**src/rtl/async_fifo_wr.sv**
```systemverilog
// Write-domain pointer/flag logic of an async FIFO: memory write strobe/address, Gray pointer export,
// full/almost-full/level from the synchronized read pointer, sticky overflow. Write strobe same cycle; flags registered.
module async_fifo_wr #(
  parameter int BUS_WIDTH = 4,
  parameter int AF_THRESH = 6
) (
  input  logic                 W_CLK,
  input  logic                 W_RST,
  input  logic                 W_INC_EN,
  input  logic                 W_OVF_CLR,
  input  logic [BUS_WIDTH-1:0] syn_gray_R_ptr,
  output logic                 W_WR_EN,
  output logic [BUS_WIDTH-2:0] W_addr,
  output logic [BUS_WIDTH-1:0] gray_W_ptr,
  output logic                 W_FULL,
  output logic                 W_ALMOST_FULL,
  output logic [BUS_WIDTH-1:0] W_LEVEL,
  output logic                 W_OVERFLOW
);

  localparam logic [BUS_WIDTH-1:0] AF_LVL = AF_THRESH[BUS_WIDTH-1:0];

  logic [BUS_WIDTH-1:0] bin_ptr;
  logic [BUS_WIDTH-1:0] bin_next;
  logic [BUS_WIDTH-1:0] gray_next;
  logic [BUS_WIDTH-1:0] rbin;
  logic [BUS_WIDTH-1:0] lvl_next;
  logic [BUS_WIDTH-1:0] full_ptr;
  logic                 accept;

  // Reset gating keeps the strobe low while the pointer is held at zero.
  assign accept    = W_INC_EN & ~W_FULL & ~W_RST;
  assign W_WR_EN   = accept;
  assign W_addr    = bin_ptr[BUS_WIDTH-2:0];
  assign bin_next  = bin_ptr + {{(BUS_WIDTH-1){1'b0}}, accept};
  assign gray_next = bin_next ^ (bin_next >> 1);
  assign full_ptr  = {~syn_gray_R_ptr[BUS_WIDTH-1:BUS_WIDTH-2], syn_gray_R_ptr[BUS_WIDTH-3:0]};
  assign lvl_next  = bin_next - rbin;

  always_comb begin
    rbin = '0;
    for (int i = 0; i < BUS_WIDTH; i++) begin
      rbin[i] = ^(syn_gray_R_ptr >> i);
    end
  end

  always_ff @(posedge W_CLK or posedge W_RST) begin
    if (W_RST) begin
      bin_ptr       <= '0;
      gray_W_ptr    <= '0;
      W_FULL        <= 1'b0;
      W_ALMOST_FULL <= 1'b0;
      W_LEVEL       <= '0;
      W_OVERFLOW    <= 1'b0;
    end else begin
      bin_ptr       <= bin_next;
      gray_W_ptr    <= gray_next;
      W_FULL        <= (gray_next == full_ptr);
      W_ALMOST_FULL <= (lvl_next >= AF_LVL);
      W_LEVEL       <= lvl_next;
      // A rejected write takes priority over a clear in the same cycle.
      if (W_INC_EN && W_FULL) begin
        W_OVERFLOW <= 1'b1;
      end else if (W_OVF_CLR) begin
        W_OVERFLOW <= 1'b0;
      end
    end
  end

endmodule

```
**config.mk**
```make
export PLATFORM = sky130hd
export DESIGN_NAME = async_fifo_wr
export DESIGN_NICKNAME = d
export VERILOG_FILES = /design/src/rtl/async_fifo_wr.sv
export SDC_FILE = /design/constraint.sdc
export NUM_CORES = 1
export LEC_CHECK = 0
export CORE_MARGIN = 4
export CORE_UTILIZATION = 30
export DETAILED_ROUTE_END_ITERATION = 10
export PLACE_DENSITY = 0.67
export REMOVE_ABC_BUFFERS = 1
export SLEW_MARGIN = 20
export SYNTH_ARGS = -nofsm -noshare
export SYNTH_HDL_FRONTEND = slang
export SYNTH_SLANG_ARGS = --single-unit
```
**constraint.sdc**
```tcl
create_clock -name W_CLK -period 2.4 [get_ports W_CLK]
set_input_delay 0.36 -clock W_CLK [delete_from_list [all_inputs] [get_ports W_CLK]]
set_output_delay 0.36 -clock W_CLK [all_outputs]
set_load 0.02 [all_outputs]
```
==> results.tsv <==
stage	metric	value	unit
clock_tree	H-tree depth	1	
logic_synthesis	Cell Area, Synth	684	um^2
sta	slack of the critical path	0.130	ns
logic_synthesis	xor and xnor area share after synthesis	0.210	
floorplan	Die W	55.8	um
floorplan	I/O pin cnt	23	
sta	Slew Limit Headroom	0.652	
route	vias	502	
logic_synthesis	Mean Syn Cell Area	12.7	um^2
setup_path	Worst Path Max Fanout	3	
setup_path	CP startpoint kind	primary input	
logic_synthesis	mux contribution to synthesized area	0	
logic_synthesis	Yosys reg bits	14	
clock_tree	Worst-path clk slew	0.09	ns
layout	fraction of layout cells with a size suffix above 1	0.261	
place	DPL Wire Length	1100	um
sta	RSZ-0062 raised after global routing	false	
layout	most common cell after layout, fill and taps aside	clkdlybuf4s50_1	
place	Place WS	-0.353	ns
global_routing	vias in the first global route	505	
place	gpl congestion	0.759	
sta	max-slew violations	0	
clock_tree	clk_lat worst skew	0.27	ns
power_and_ir_drop	Power Total	1610	uW
logic_synthesis	sequential share of the synthesized area	0.512	
global_routing	largest net degree at the start of global routing	15	
global_routing	first-pass GRT wire length	2250	um
global_routing	gr ovfl total	0	
clock_tree	Sink Count	14	
layout	commonest cells after routing, fill and taps aside	clkdlybuf4s50_1, dfrtp_1, buf_4, inv_1	
route	DRT Pass-1 Iters	2	
floorplan	core area	2190	um^2
setup_path	CP Class	primary input to register	
layout	multi-input logic area	338	um^2
place	PortBufs	22	
clock_tree	CTS tree	done	
logic_synthesis	Synth warnings	0	
layout	Reg area	350	um^2
logic_synthesis	Unique masters post-synth	17	
logic_synthesis	ys flop type	dfrtp_1	
outcome	outcome	completed	
layout	Non-Filler Instances	120	
floorplan	Row Count	17	
clock_tree	CTS buffer count	3	
setup_path	crit path DAT	2.44	ns
power_and_ir_drop	Peak VDD IR	0.680	mV
logic_synthesis	largest family of logic cells by synthesized area	XOR/XNOR gates	
setup_path	Critical Path RT	2.57	ns
logic_synthesis	area leader, netlist	dfrtp_1	
power_and_ir_drop	pwr dens	1470	nW/um^2
route	post-route ant nets	0	
sta	final hold viol count	0	
logic_synthesis	Yosys top cell area share	0.512	
clock_tree	CTS Hold Buffers Added	0	
sta	min cycle time layout	2.27	ns
global_routing	Total GRT Usage	0.0958	
job	Max Cap Violations	0	
clock_tree	CTS root buffer	clkbuf_4	
logic_synthesis	fraction of registers with async set/reset	1.00	
place	dpl cells	114	
layout	Area Overhead vs Synth	60.7	%
floorplan	Die Area	3110	um^2
layout	Final Util	0.502	
logic_synthesis	number of synthesized flops with an enable pin	0	
route	Post-Route WL	1330	um
layout	Nets	107	
floorplan	Starting Density	0.312	
route	Remaining DRCs	0	
route	Iter 0 DRT Violations	9	
logic_synthesis	cell count after synthesis	54	
logic_synthesis	adder-cell share of the synthesized area	0.121	
power_and_ir_drop	Pleak	0.000505	uW
layout	FILL cells	197	
layout	number of diodes	0	
floorplan	die height	55.8	um
sta	Worst-Margin Slew	0.522	ns
global_routing	antenna violations before repair	0	
sta	f_max	0.441	GHz
sta	period utilisation layout	0.946	
sta	final setup vio count	0	
sta	Fin Clk Skew	0.00937	ns
logic_synthesis	Post-Synth Simple-Gate Area	0.0695	
logic_synthesis	Synth area leaders	dfrtp_1, ha_1, xnor2_1	
hold_path	HP Class	primary input to async pin	
clock_tree	worst-case clock buffer depth	2	
route	Vias/cell	4.18	
logic_synthesis	Synth Area in Compound Gates	0.0439	
sta	hold_ws	0.504	ns
setup_path	element type at the critical path end	register	
route	DR WL/cell	11.1	um
power by group:
part	switching [uW]	internal, uW	leakage [uW]
logic	486	537	0.000316
clock network	71.9	92.1	0.0000210
registers	65.5	362	0.000168
total	623	992	0.000505
cells by family (layout without fill, tap and decap cells):
| family | after synthesis | in the layout |
|---|---|---|
| AND/OR/NAND/NOR | 8 | 8 |
| AO/OA/AOI/OAI | 5 | 5 |
| flip-flops | 14 | 14 |
| XOR/XNOR | 13 | 13 |
| buffers and inverters | 8 | 46 |
| adder cells (fa/ha/maj) | 6 | 6 |
state kept, by name, summed over array words and instances (netlist names):
name           flops
gray_W_ptr         3
bin_ptr            4
W_FULL             1
W_ALMOST_FULL      1
W_OVERFLOW         1
W_LEVEL            4
worst paths after layout:
kind | start | to | slack [ns] | depth (start not counted)
min reg2reg | W_OVERFLOW | W_OVERFLOW | 0.54 | 2
min in group W_CLK | W_OVERFLOW | W_OVERFLOW | 0.54 | 2
min | W_RST | bin_ptr[2] | 0.50 | 2
max in group asynchronous | W_RST | W_FULL | 1.54 | 2
max | W_INC_EN | W_ALMOST_FULL | 0.13 | 10
max reg2reg | W_FULL | W_ALMOST_FULL | 0.26 | 9
cells in the mapped netlist (2+ instances only):
library cell and count:
xnor2_1 5, nand2_1 2, nand3_1 2, ha_1 5
xor2_2 2, inv_1 8, dfrtp_1 14, xor2_1 5
o21ai_0 2, or3_1 2
worst max-delay path, cell delays in order:
cell,delay [ns]
clkdlybuf4s50_1,0.48
nor3b_4,0.20
ha_2,0.24
ha_4,0.14
xor2_2,0.17
ha_1,0.29
a21oi_2,0.15
o21ai_2,0.07
xor3_1,0.20
a21o_1,0.16
metal layers:
metal | global-route usage | share of wire
met3 | 0.0371 | 0.078
met2 | 0.140 | 0.46
met4 | 0.0729 | 0.016
met1 | 0.112 | 0.45
met5 | 0 | 0
stage by stage:
step | setup TNS (ns) | instance area, um^2
6_report | 0 | 1100
5_1_grt | 0 | 1100
4_1_cts | 0 | 1060
3_5_place_dp | -0.851 | 1010
3_3_place_gp | -0.567 | 1010
2_1_floorplan | -0.957 | 684
cell type report:
cell class              count  area share
flip-flops and latches     14       0.319
multi-input cells          32       0.307
repair buffers             34       0.282
clock buffers               4      0.0330
well taps                  28      0.0319
inverters                   8      0.0273
timing repair:
item                       4_1_cts  5_1_grt
cloned                           0        0
setup endpoints to repair        1        2
resized for setup                1        7
pin swaps                        0        3
setup buffers                    0        2
No activity file was read; power rests on OpenSTA's default activity.
